$ cat src/rtl/commit_rob_if.sv
// Dispatch, writeback and commit signal bundle for the 16-entry dual-issue reorder buffer.
// The ROB itself binds to the slave modport; the issuing pipeline drives through master.
interface commit_rob_if;
    logic        flush;
    logic        disp_valid0;
    logic        disp_valid1;
    logic        disp_rf_wen0;
    logic        disp_rf_wen1;
    logic [4:0]  disp_rd0;
    logic [4:0]  disp_rd1;
    logic [31:0] disp_pc0;
    logic [31:0] disp_pc1;
    logic        disp_ready;
    logic [3:0]  disp_idx0;
    logic [3:0]  disp_idx1;
    logic        wb_valid0;
    logic        wb_valid1;
    logic [3:0]  wb_idx0;
    logic [3:0]  wb_idx1;
    logic [31:0] wb_data0;
    logic [31:0] wb_data1;
    logic        cmt_valid0;
    logic        cmt_valid1;
    logic        rf_wen_0;
    logic        rf_wen_1;
    logic [4:0]  debug0_wb_rf_wnum;
    logic [4:0]  debug1_wb_rf_wnum;
    logic [31:0] debug0_wb_rf_wdata;
    logic [31:0] debug1_wb_rf_wdata;
    logic [31:0] debug0_wb_pc;
    logic [31:0] debug1_wb_pc;

    modport slave (
        input  flush, disp_valid0, disp_valid1, disp_rf_wen0, disp_rf_wen1,
               disp_rd0, disp_rd1, disp_pc0, disp_pc1,
               wb_valid0, wb_valid1, wb_idx0, wb_idx1, wb_data0, wb_data1,
        output disp_ready, disp_idx0, disp_idx1, cmt_valid0, cmt_valid1,
               rf_wen_0, rf_wen_1, debug0_wb_rf_wnum, debug1_wb_rf_wnum,
               debug0_wb_rf_wdata, debug1_wb_rf_wdata, debug0_wb_pc, debug1_wb_pc
    );

    modport master (
        output flush, disp_valid0, disp_valid1, disp_rf_wen0, disp_rf_wen1,
               disp_rd0, disp_rd1, disp_pc0, disp_pc1,
               wb_valid0, wb_valid1, wb_idx0, wb_idx1, wb_data0, wb_data1,
        input  disp_ready, disp_idx0, disp_idx1, cmt_valid0, cmt_valid1,
               rf_wen_0, rf_wen_1, debug0_wb_rf_wnum, debug1_wb_rf_wnum,
               debug0_wb_rf_wdata, debug1_wb_rf_wdata, debug0_wb_pc, debug1_wb_pc
    );
endinterface

$ cat src/rtl/commit_rob.sv
// 16-entry reorder buffer: two-wide in-order dispatch, two writeback ports,
// two-wide in-order commit with registered commit outputs (1-cycle latency).
module commit_rob (
    input  logic         aclk,
    input  logic         reset,
    commit_rob_if.slave  rob
);
    logic [15:0] valid_r;
    logic [15:0] done_r;
    logic [15:0] rfw_r;
    logic [4:0]  rd_r   [0:15];
    logic [31:0] pc_r   [0:15];
    logic [31:0] data_r [0:15];

    logic [3:0]  head_r;
    logic [3:0]  tail_r;
    logic [4:0]  count_r;

    logic        cmt_valid0_r;
    logic        cmt_valid1_r;
    logic        rf_wen0_r;
    logic        rf_wen1_r;
    logic [4:0]  wnum0_r;
    logic [4:0]  wnum1_r;
    logic [31:0] wdata0_r;
    logic [31:0] wdata1_r;
    logic [31:0] wpc0_r;
    logic [31:0] wpc1_r;

    logic        disp_ready_s;
    logic        acc0_s;
    logic        acc1_s;
    logic        cmt0_s;
    logic        cmt1_s;
    logic [3:0]  head1_s;
    logic [3:0]  tail1_s;
    logic [1:0]  acc_n_s;
    logic [1:0]  cmt_n_s;

    function automatic logic [3:0] ptr_add(input logic [3:0] p, input logic [1:0] n);
        return p + {2'b00, n};
    endfunction

    // Dispatch acceptance and commit selection from the registered state only
    always_comb begin
        disp_ready_s = 1'b0;
        acc0_s       = 1'b0;
        acc1_s       = 1'b0;
        cmt0_s       = 1'b0;
        cmt1_s       = 1'b0;
        head1_s      = ptr_add(head_r, 2'd1);
        tail1_s      = ptr_add(tail_r, 2'd1);
        if (count_r <= 5'd14) begin
            disp_ready_s = 1'b1;
        end else begin
            disp_ready_s = 1'b0;
        end
        acc0_s  = rob.disp_valid0 & disp_ready_s;
        acc1_s  = acc0_s & rob.disp_valid1;
        cmt0_s  = valid_r[head_r] & done_r[head_r];
        cmt1_s  = cmt0_s & valid_r[head1_s] & done_r[head1_s];
        acc_n_s = {1'b0, acc0_s} + {1'b0, acc1_s};
        cmt_n_s = {1'b0, cmt0_s} + {1'b0, cmt1_s};
    end

    // Occupancy: valid bits, pointers and count; flush and reset empty the buffer
    always_ff @(posedge aclk) begin
        if (reset || rob.flush) begin
            valid_r <= 16'h0000;
            head_r  <= 4'd0;
            tail_r  <= 4'd0;
            count_r <= 5'd0;
        end else begin
            if (acc0_s) valid_r[tail_r]  <= 1'b1;
            if (acc1_s) valid_r[tail1_s] <= 1'b1;
            // dispatch slots are always free entries, so they never alias a committing head
            if (cmt0_s) valid_r[head_r]  <= 1'b0;
            if (cmt1_s) valid_r[head1_s] <= 1'b0;
            head_r  <= ptr_add(head_r, cmt_n_s);
            tail_r  <= ptr_add(tail_r, acc_n_s);
            count_r <= count_r + {3'b000, acc_n_s} - {3'b000, cmt_n_s};
        end
    end

    // Entry payload; only meaningful while the matching valid bit is set
    always_ff @(posedge aclk) begin
        if (rob.wb_valid0 && valid_r[rob.wb_idx0]) begin
            done_r[rob.wb_idx0] <= 1'b1;
            data_r[rob.wb_idx0] <= rob.wb_data0;
        end
        // later assignment makes port 1 win on a shared index
        if (rob.wb_valid1 && valid_r[rob.wb_idx1]) begin
            done_r[rob.wb_idx1] <= 1'b1;
            data_r[rob.wb_idx1] <= rob.wb_data1;
        end
        if (acc0_s) begin
            done_r[tail_r] <= 1'b0;
            rfw_r[tail_r]  <= rob.disp_rf_wen0;
            rd_r[tail_r]   <= rob.disp_rd0;
            pc_r[tail_r]   <= rob.disp_pc0;
        end
        if (acc1_s) begin
            done_r[tail1_s] <= 1'b0;
            rfw_r[tail1_s]  <= rob.disp_rf_wen1;
            rd_r[tail1_s]   <= rob.disp_rd1;
            pc_r[tail1_s]   <= rob.disp_pc1;
        end
    end

    // Registered commit outputs; debug fields hold their last committed values
    always_ff @(posedge aclk) begin
        if (reset) begin
            cmt_valid0_r <= 1'b0;
            cmt_valid1_r <= 1'b0;
            rf_wen0_r    <= 1'b0;
            rf_wen1_r    <= 1'b0;
            wnum0_r      <= 5'd0;
            wnum1_r      <= 5'd0;
            wdata0_r     <= 32'h0000_0000;
            wdata1_r     <= 32'h0000_0000;
            wpc0_r       <= 32'h0000_0000;
            wpc1_r       <= 32'h0000_0000;
        end else if (rob.flush) begin
            cmt_valid0_r <= 1'b0;
            cmt_valid1_r <= 1'b0;
            rf_wen0_r    <= 1'b0;
            rf_wen1_r    <= 1'b0;
        end else begin
            cmt_valid0_r <= cmt0_s;
            cmt_valid1_r <= cmt1_s;
            rf_wen0_r    <= cmt0_s & rfw_r[head_r];
            rf_wen1_r    <= cmt1_s & rfw_r[head1_s];
            if (cmt0_s) begin
                wnum0_r  <= rd_r[head_r];
                wdata0_r <= data_r[head_r];
                wpc0_r   <= pc_r[head_r];
            end
            if (cmt1_s) begin
                wnum1_r  <= rd_r[head1_s];
                wdata1_r <= data_r[head1_s];
                wpc1_r   <= pc_r[head1_s];
            end
        end
    end

    assign rob.disp_ready         = disp_ready_s;
    assign rob.disp_idx0          = tail_r;
    assign rob.disp_idx1          = tail1_s;
    assign rob.cmt_valid0         = cmt_valid0_r;
    assign rob.cmt_valid1         = cmt_valid1_r;
    assign rob.rf_wen_0           = rf_wen0_r;
    assign rob.rf_wen_1           = rf_wen1_r;
    assign rob.debug0_wb_rf_wnum  = wnum0_r;
    assign rob.debug1_wb_rf_wnum  = wnum1_r;
    assign rob.debug0_wb_rf_wdata = wdata0_r;
    assign rob.debug1_wb_rf_wdata = wdata1_r;
    assign rob.debug0_wb_pc       = wpc0_r;
    assign rob.debug1_wb_pc       = wpc1_r;
endmodule

$ cat src/flat_wrapper.sv
// flat-port wrapper written by rule: the top's interface ports become plain ports
module commit_rob_flat 
  (aclk, reset, rob_flush, rob_disp_valid0, rob_disp_valid1, rob_disp_rf_wen0, rob_disp_rf_wen1, rob_disp_rd0, rob_disp_rd1, rob_disp_pc0, rob_disp_pc1, rob_wb_valid0, rob_wb_valid1, rob_wb_idx0, rob_wb_idx1, rob_wb_data0, rob_wb_data1, rob_disp_ready, rob_disp_idx0, rob_disp_idx1, rob_cmt_valid0, rob_cmt_valid1, rob_rf_wen_0, rob_rf_wen_1, rob_debug0_wb_rf_wnum, rob_debug1_wb_rf_wnum, rob_debug0_wb_rf_wdata, rob_debug1_wb_rf_wdata, rob_debug0_wb_pc, rob_debug1_wb_pc);
  commit_rob_if rob_i ();
  input  logic aclk;
  input  logic reset;
  input wire logic [$bits(rob_i.flush)-1:0] rob_flush;
  input wire logic [$bits(rob_i.disp_valid0)-1:0] rob_disp_valid0;
  input wire logic [$bits(rob_i.disp_valid1)-1:0] rob_disp_valid1;
  input wire logic [$bits(rob_i.disp_rf_wen0)-1:0] rob_disp_rf_wen0;
  input wire logic [$bits(rob_i.disp_rf_wen1)-1:0] rob_disp_rf_wen1;
  input wire logic [$bits(rob_i.disp_rd0)-1:0] rob_disp_rd0;
  input wire logic [$bits(rob_i.disp_rd1)-1:0] rob_disp_rd1;
  input wire logic [$bits(rob_i.disp_pc0)-1:0] rob_disp_pc0;
  input wire logic [$bits(rob_i.disp_pc1)-1:0] rob_disp_pc1;
  input wire logic [$bits(rob_i.wb_valid0)-1:0] rob_wb_valid0;
  input wire logic [$bits(rob_i.wb_valid1)-1:0] rob_wb_valid1;
  input wire logic [$bits(rob_i.wb_idx0)-1:0] rob_wb_idx0;
  input wire logic [$bits(rob_i.wb_idx1)-1:0] rob_wb_idx1;
  input wire logic [$bits(rob_i.wb_data0)-1:0] rob_wb_data0;
  input wire logic [$bits(rob_i.wb_data1)-1:0] rob_wb_data1;
  output wire logic [$bits(rob_i.disp_ready)-1:0] rob_disp_ready;
  output wire logic [$bits(rob_i.disp_idx0)-1:0] rob_disp_idx0;
  output wire logic [$bits(rob_i.disp_idx1)-1:0] rob_disp_idx1;
  output wire logic [$bits(rob_i.cmt_valid0)-1:0] rob_cmt_valid0;
  output wire logic [$bits(rob_i.cmt_valid1)-1:0] rob_cmt_valid1;
  output wire logic [$bits(rob_i.rf_wen_0)-1:0] rob_rf_wen_0;
  output wire logic [$bits(rob_i.rf_wen_1)-1:0] rob_rf_wen_1;
  output wire logic [$bits(rob_i.debug0_wb_rf_wnum)-1:0] rob_debug0_wb_rf_wnum;
  output wire logic [$bits(rob_i.debug1_wb_rf_wnum)-1:0] rob_debug1_wb_rf_wnum;
  output wire logic [$bits(rob_i.debug0_wb_rf_wdata)-1:0] rob_debug0_wb_rf_wdata;
  output wire logic [$bits(rob_i.debug1_wb_rf_wdata)-1:0] rob_debug1_wb_rf_wdata;
  output wire logic [$bits(rob_i.debug0_wb_pc)-1:0] rob_debug0_wb_pc;
  output wire logic [$bits(rob_i.debug1_wb_pc)-1:0] rob_debug1_wb_pc;
  assign rob_i.flush = rob_flush;
  assign rob_i.disp_valid0 = rob_disp_valid0;
  assign rob_i.disp_valid1 = rob_disp_valid1;
  assign rob_i.disp_rf_wen0 = rob_disp_rf_wen0;
  assign rob_i.disp_rf_wen1 = rob_disp_rf_wen1;
  assign rob_i.disp_rd0 = rob_disp_rd0;
  assign rob_i.disp_rd1 = rob_disp_rd1;
  assign rob_i.disp_pc0 = rob_disp_pc0;
  assign rob_i.disp_pc1 = rob_disp_pc1;
  assign rob_i.wb_valid0 = rob_wb_valid0;
  assign rob_i.wb_valid1 = rob_wb_valid1;
  assign rob_i.wb_idx0 = rob_wb_idx0;
  assign rob_i.wb_idx1 = rob_wb_idx1;
  assign rob_i.wb_data0 = rob_wb_data0;
  assign rob_i.wb_data1 = rob_wb_data1;
  assign rob_disp_ready = rob_i.disp_ready;
  assign rob_disp_idx0 = rob_i.disp_idx0;
  assign rob_disp_idx1 = rob_i.disp_idx1;
  assign rob_cmt_valid0 = rob_i.cmt_valid0;
  assign rob_cmt_valid1 = rob_i.cmt_valid1;
  assign rob_rf_wen_0 = rob_i.rf_wen_0;
  assign rob_rf_wen_1 = rob_i.rf_wen_1;
  assign rob_debug0_wb_rf_wnum = rob_i.debug0_wb_rf_wnum;
  assign rob_debug1_wb_rf_wnum = rob_i.debug1_wb_rf_wnum;
  assign rob_debug0_wb_rf_wdata = rob_i.debug0_wb_rf_wdata;
  assign rob_debug1_wb_rf_wdata = rob_i.debug1_wb_rf_wdata;
  assign rob_debug0_wb_pc = rob_i.debug0_wb_pc;
  assign rob_debug1_wb_pc = rob_i.debug1_wb_pc;
  commit_rob u_core (.aclk(aclk), .reset(reset), .rob(rob_i));
endmodule
$ cat config.mk
export PLATFORM = sky130hd
export DESIGN_NAME = commit_rob_flat
export DESIGN_NICKNAME = d
export VERILOG_FILES = /design/src/rtl/commit_rob_if.sv /design/src/rtl/commit_rob.sv /design/src/flat_wrapper.sv
export SDC_FILE = /design/constraint.sdc
export NUM_CORES = 2
export LEC_CHECK = 0
export CORE_MARGIN = 3
export CORE_UTILIZATION = 60
export DETAILED_ROUTE_END_ITERATION = 8
export PLACE_DENSITY = 0.79
export SETUP_SLACK_MARGIN = 0.3
export SLEW_MARGIN = 0
export SYNTH_ARGS = -nofsm -noshare
export SYNTH_HDL_FRONTEND = slang
export SYNTH_SLANG_ARGS = --single-unit
$ cat constraint.sdc
create_clock -name aclk -period 15.6 [get_ports aclk]
set_clock_uncertainty 0.05 [all_clocks]
set_input_delay 3.12 -clock aclk [delete_from_list [all_inputs] [get_ports aclk]]
set_output_delay 3.12 -clock aclk [all_outputs]
set_load 0.05 [all_outputs]
==> metrics <==
Hold/Removal Path Class=flip-flop to flip-flop; Post-synth EDFFs=about 1100; WHS=403 ps; setup violators final=0; Hold Vio Cnt, Final=0; Final GP Congestion=0.935; CP Capture Type=flip-flop; P&R area growth vs syn=12.2%; CTS max path bufs=3; Leakage=24.7 nW; Crit path required time=16170 ps; die width=approximately 350 um; hold_buf cts=0; grt peak-use layer=met2; maximum VDD drop=0.000107 V; post-synthesis sequential area ratio=51.5%; input/output buffers=305; post-synth cell types=63; via/cell ratio=7.40; Routed WL=approximately 210000 um; CP arrival=7170 ps; antenna violations before repair=30; starting density of the core=60.8%; share of cells above drive strength 1=between 40% and 50%; unrepaired setup endpoints after global routing=no; syn_area_per_cell=16.2 um^2; clock sink count=1307; DR pass1 iterations=6; CTS tree=done; antenna-violating nets left=0; Final Cycle Share=a little over two fifths; core area=119000 um^2; f_max=between 150 and 200 MHz; DR iter-0 viols=7223; # fillers=7844; Post-DP HPWL=121000 um; startpoint types=flip-flop; cell area power density=between 90 and 100 nW/um^2; Max-slew headroom=13.7%; net count after synthesis=4639; setup bufs post-CTS=0; Die Area=roughly 120000 um^2; Gate Count Post-Synth=4456; Yosys warnings=0; WL/cell=34.3 um; grt ovf=0; via count=46100; Synth Flop Type=edfxtp_1; Power Total=~7.6 mW; Residual DRC=0; crit-path max FO=60; CTS buffer count=~140; Clk pin slew, worst setup/hold paths=around 60 ps; cts repair resizes=0; number of global-route vias before repair=45900; Cell Rows=126; Clock Latency Late Sink=750 ps; fin. max-slew vios=0; met1 GRT Util=48.8%; synthesized area=between 70000 and 80000 um^2; Maximum Capacitance Violations=0; CP Class=flip-flop to flip-flop; final setup TNS=0 ps; Nets=4677; Global Route met2 Usage=between 50% and 60%; status=complete, no violations; largest net degree at the start of global routing=about 160; GRT Util Overall=34.2%; met3 global-route usage=7.95%; PnR worst setup slack=9000 ps; die height=353 um; DP Worst Slack=8880 ps; cell area after layout=81200 um^2; dpl cell area=around 77000 um^2; first-pass GRT wire length=314000 um; H-tree Lvls=4; fraction of registers with async set/reset=0%; Tmin final=6600 ps; Yosys reg bits=1307; I/O pin count=306; Least-Margin Pin Slew=1290 ps; Clock Root Buffer=clkbuf_16
==> path summary, 6_finish.rpt <==
path | startpoint | slack, ps | to | cells past startpoint
setup / recovery | u_core.head_r[0] | 9000 | u_core.count_r[4] | 17
hold / removal | u_core.rob.debug0_wb_pc[28] | 400 | u_core.rob.debug0_wb_pc[28] | 2
setup reg to reg | u_core.head_r[0] | 9000 | u_core.count_r[4] | 17
hold reg to reg | u_core.rob.debug0_wb_pc[28] | 400 | u_core.rob.debug0_wb_pc[28] | 2
==> where the power goes <==
group	leakage, nW	switching, mW	internal, mW
registers	11.6	0.0252	3.83
clock network	2.21	1.41	1.90
logic	10.9	0.246	0.224
total	24.7	1.68	5.96
==> cells by family after synthesis <==
family	Yosys count	share of synthesized area, %
multiplexers	1836	39.6
flip-flops	1307	51.5
buffers and inverters	523	2.98
AND/OR/NAND/NOR	427	2.67
AO/OA/AOI/OAI	323	2.53
adder cells (fa/ha/maj)	28	0.526
XOR/XNOR	12	0.192
==> critical path: stages (launching register included) <==
cell,delay (ps)
dfxtp_4,970
inv_2,260
ha_4,890
buf_4,870
nand3_1,220
o2111ai_1,150
mux2i_1,160
a311o_2,410
nor2_2,500
ha_1,360
ha_1,280
inv_1,40
ha_1,200
fa_1,460
a21o_1,200
a21oi_1,170
xor2_1,160
nor2_1,50
==> Yosys cell counts (66+ instances only) <==
master / count / share of area (%)
nand2_1: 191 / 0.99
mux4_2: 712 / 22
buf_1: 77 / 0.40
clkbuf_1: 276 / 1.4
edfxtp_1: 1104 / 46
a21oi_1: 158 / 1.1
mux2_2: 1106 / 17
nor2_1: 66 / 0.34
nand3_1: 93 / 0.64
buf_2: 144 / 1.0
dfxtp_1: 203 / 5.6
o21ai_1: 69 / 0.48
==> sequential cells by signal, summed over array words and instances (netlist names), 16 cells and up <==
| register | cells |
|---|---|
| u_core.rob.debug1_wb_pc | 32 |
| u_core.rob.debug1_wb_rf_wdata | 32 |
| u_core.rfw_r | 16 |
| u_core.data_r | 512 |
| u_core.done_r | 16 |
| u_core.pc_r | 512 |
| u_core.valid_r | 16 |
| u_core.rob.debug0_wb_rf_wdata | 32 |
| u_core.rd_r | 80 |
| u_core.rob.debug0_wb_pc | 32 |
==> stage by stage <==
| step | util, % | instances |
|---|---|---|
| after detailed placement | 64.4 | 5951 |
| after global routing | 68.3 | 6226 |
| after CTS | 68.2 | 6211 |
| after global placement | 64.4 | 5951 |
| final | 68.3 | 6233 |
| after floorplan | - | 4456 |
==> cell usage in the layout, fill, tap and decap left out, types with 12 or more instances in the layout <==
cell type / instances
a41oi_1: 12
mux4_2: 712
ha_1: 23
o21ai_0: 25
diode_2: 22
clkdlybuf4s50_1: 304
clkbuf_8: 13
nand3_1: 90
edfxtp_1: 1104
clkinv_2: 22
mux2i_1: 18
clkbuf_1: 43
clkbuf_16: 148
and2_1: 17
inv_1: 18
clkinv_1: 20
nand2_1: 184
nor2_1: 55
buf_4: 86
dfxtp_1: 200
o21ai_1: 69
a21oi_1: 155
mux2_2: 1106
==> per-layer routing <==
metal / part of all wire, % / vias to the layer above
met5: 0.046 / -
met4: 3.5 / 14
met3: 12 / 480
met2: 47 / 3345
met1: 38 / 24000
li1: - / 18200
==> cell type report <==
| type | instances | area [um^2] | share of cell area (%) |
|---|---|---|---|
| Inverter | 23 | 91.3 | 0.113 |
| Multi-Input combinational cell | 2626 | 33500 | 41.3 |
| Clock buffer | 204 | 4040 | 4.98 |
| Timing Repair Buffer | 395 | 3780 | 4.66 |
| Sequential cell | 1307 | 37200 | 45.9 |
| Antenna cell | 22 | 55.1 | 0.0678 |
| Clock inverter | 56 | 465 | 0.574 |
| Tap cell | 1600 | 2000 | 2.47 |
Note: power is estimated with default switching activity, not from simulation.
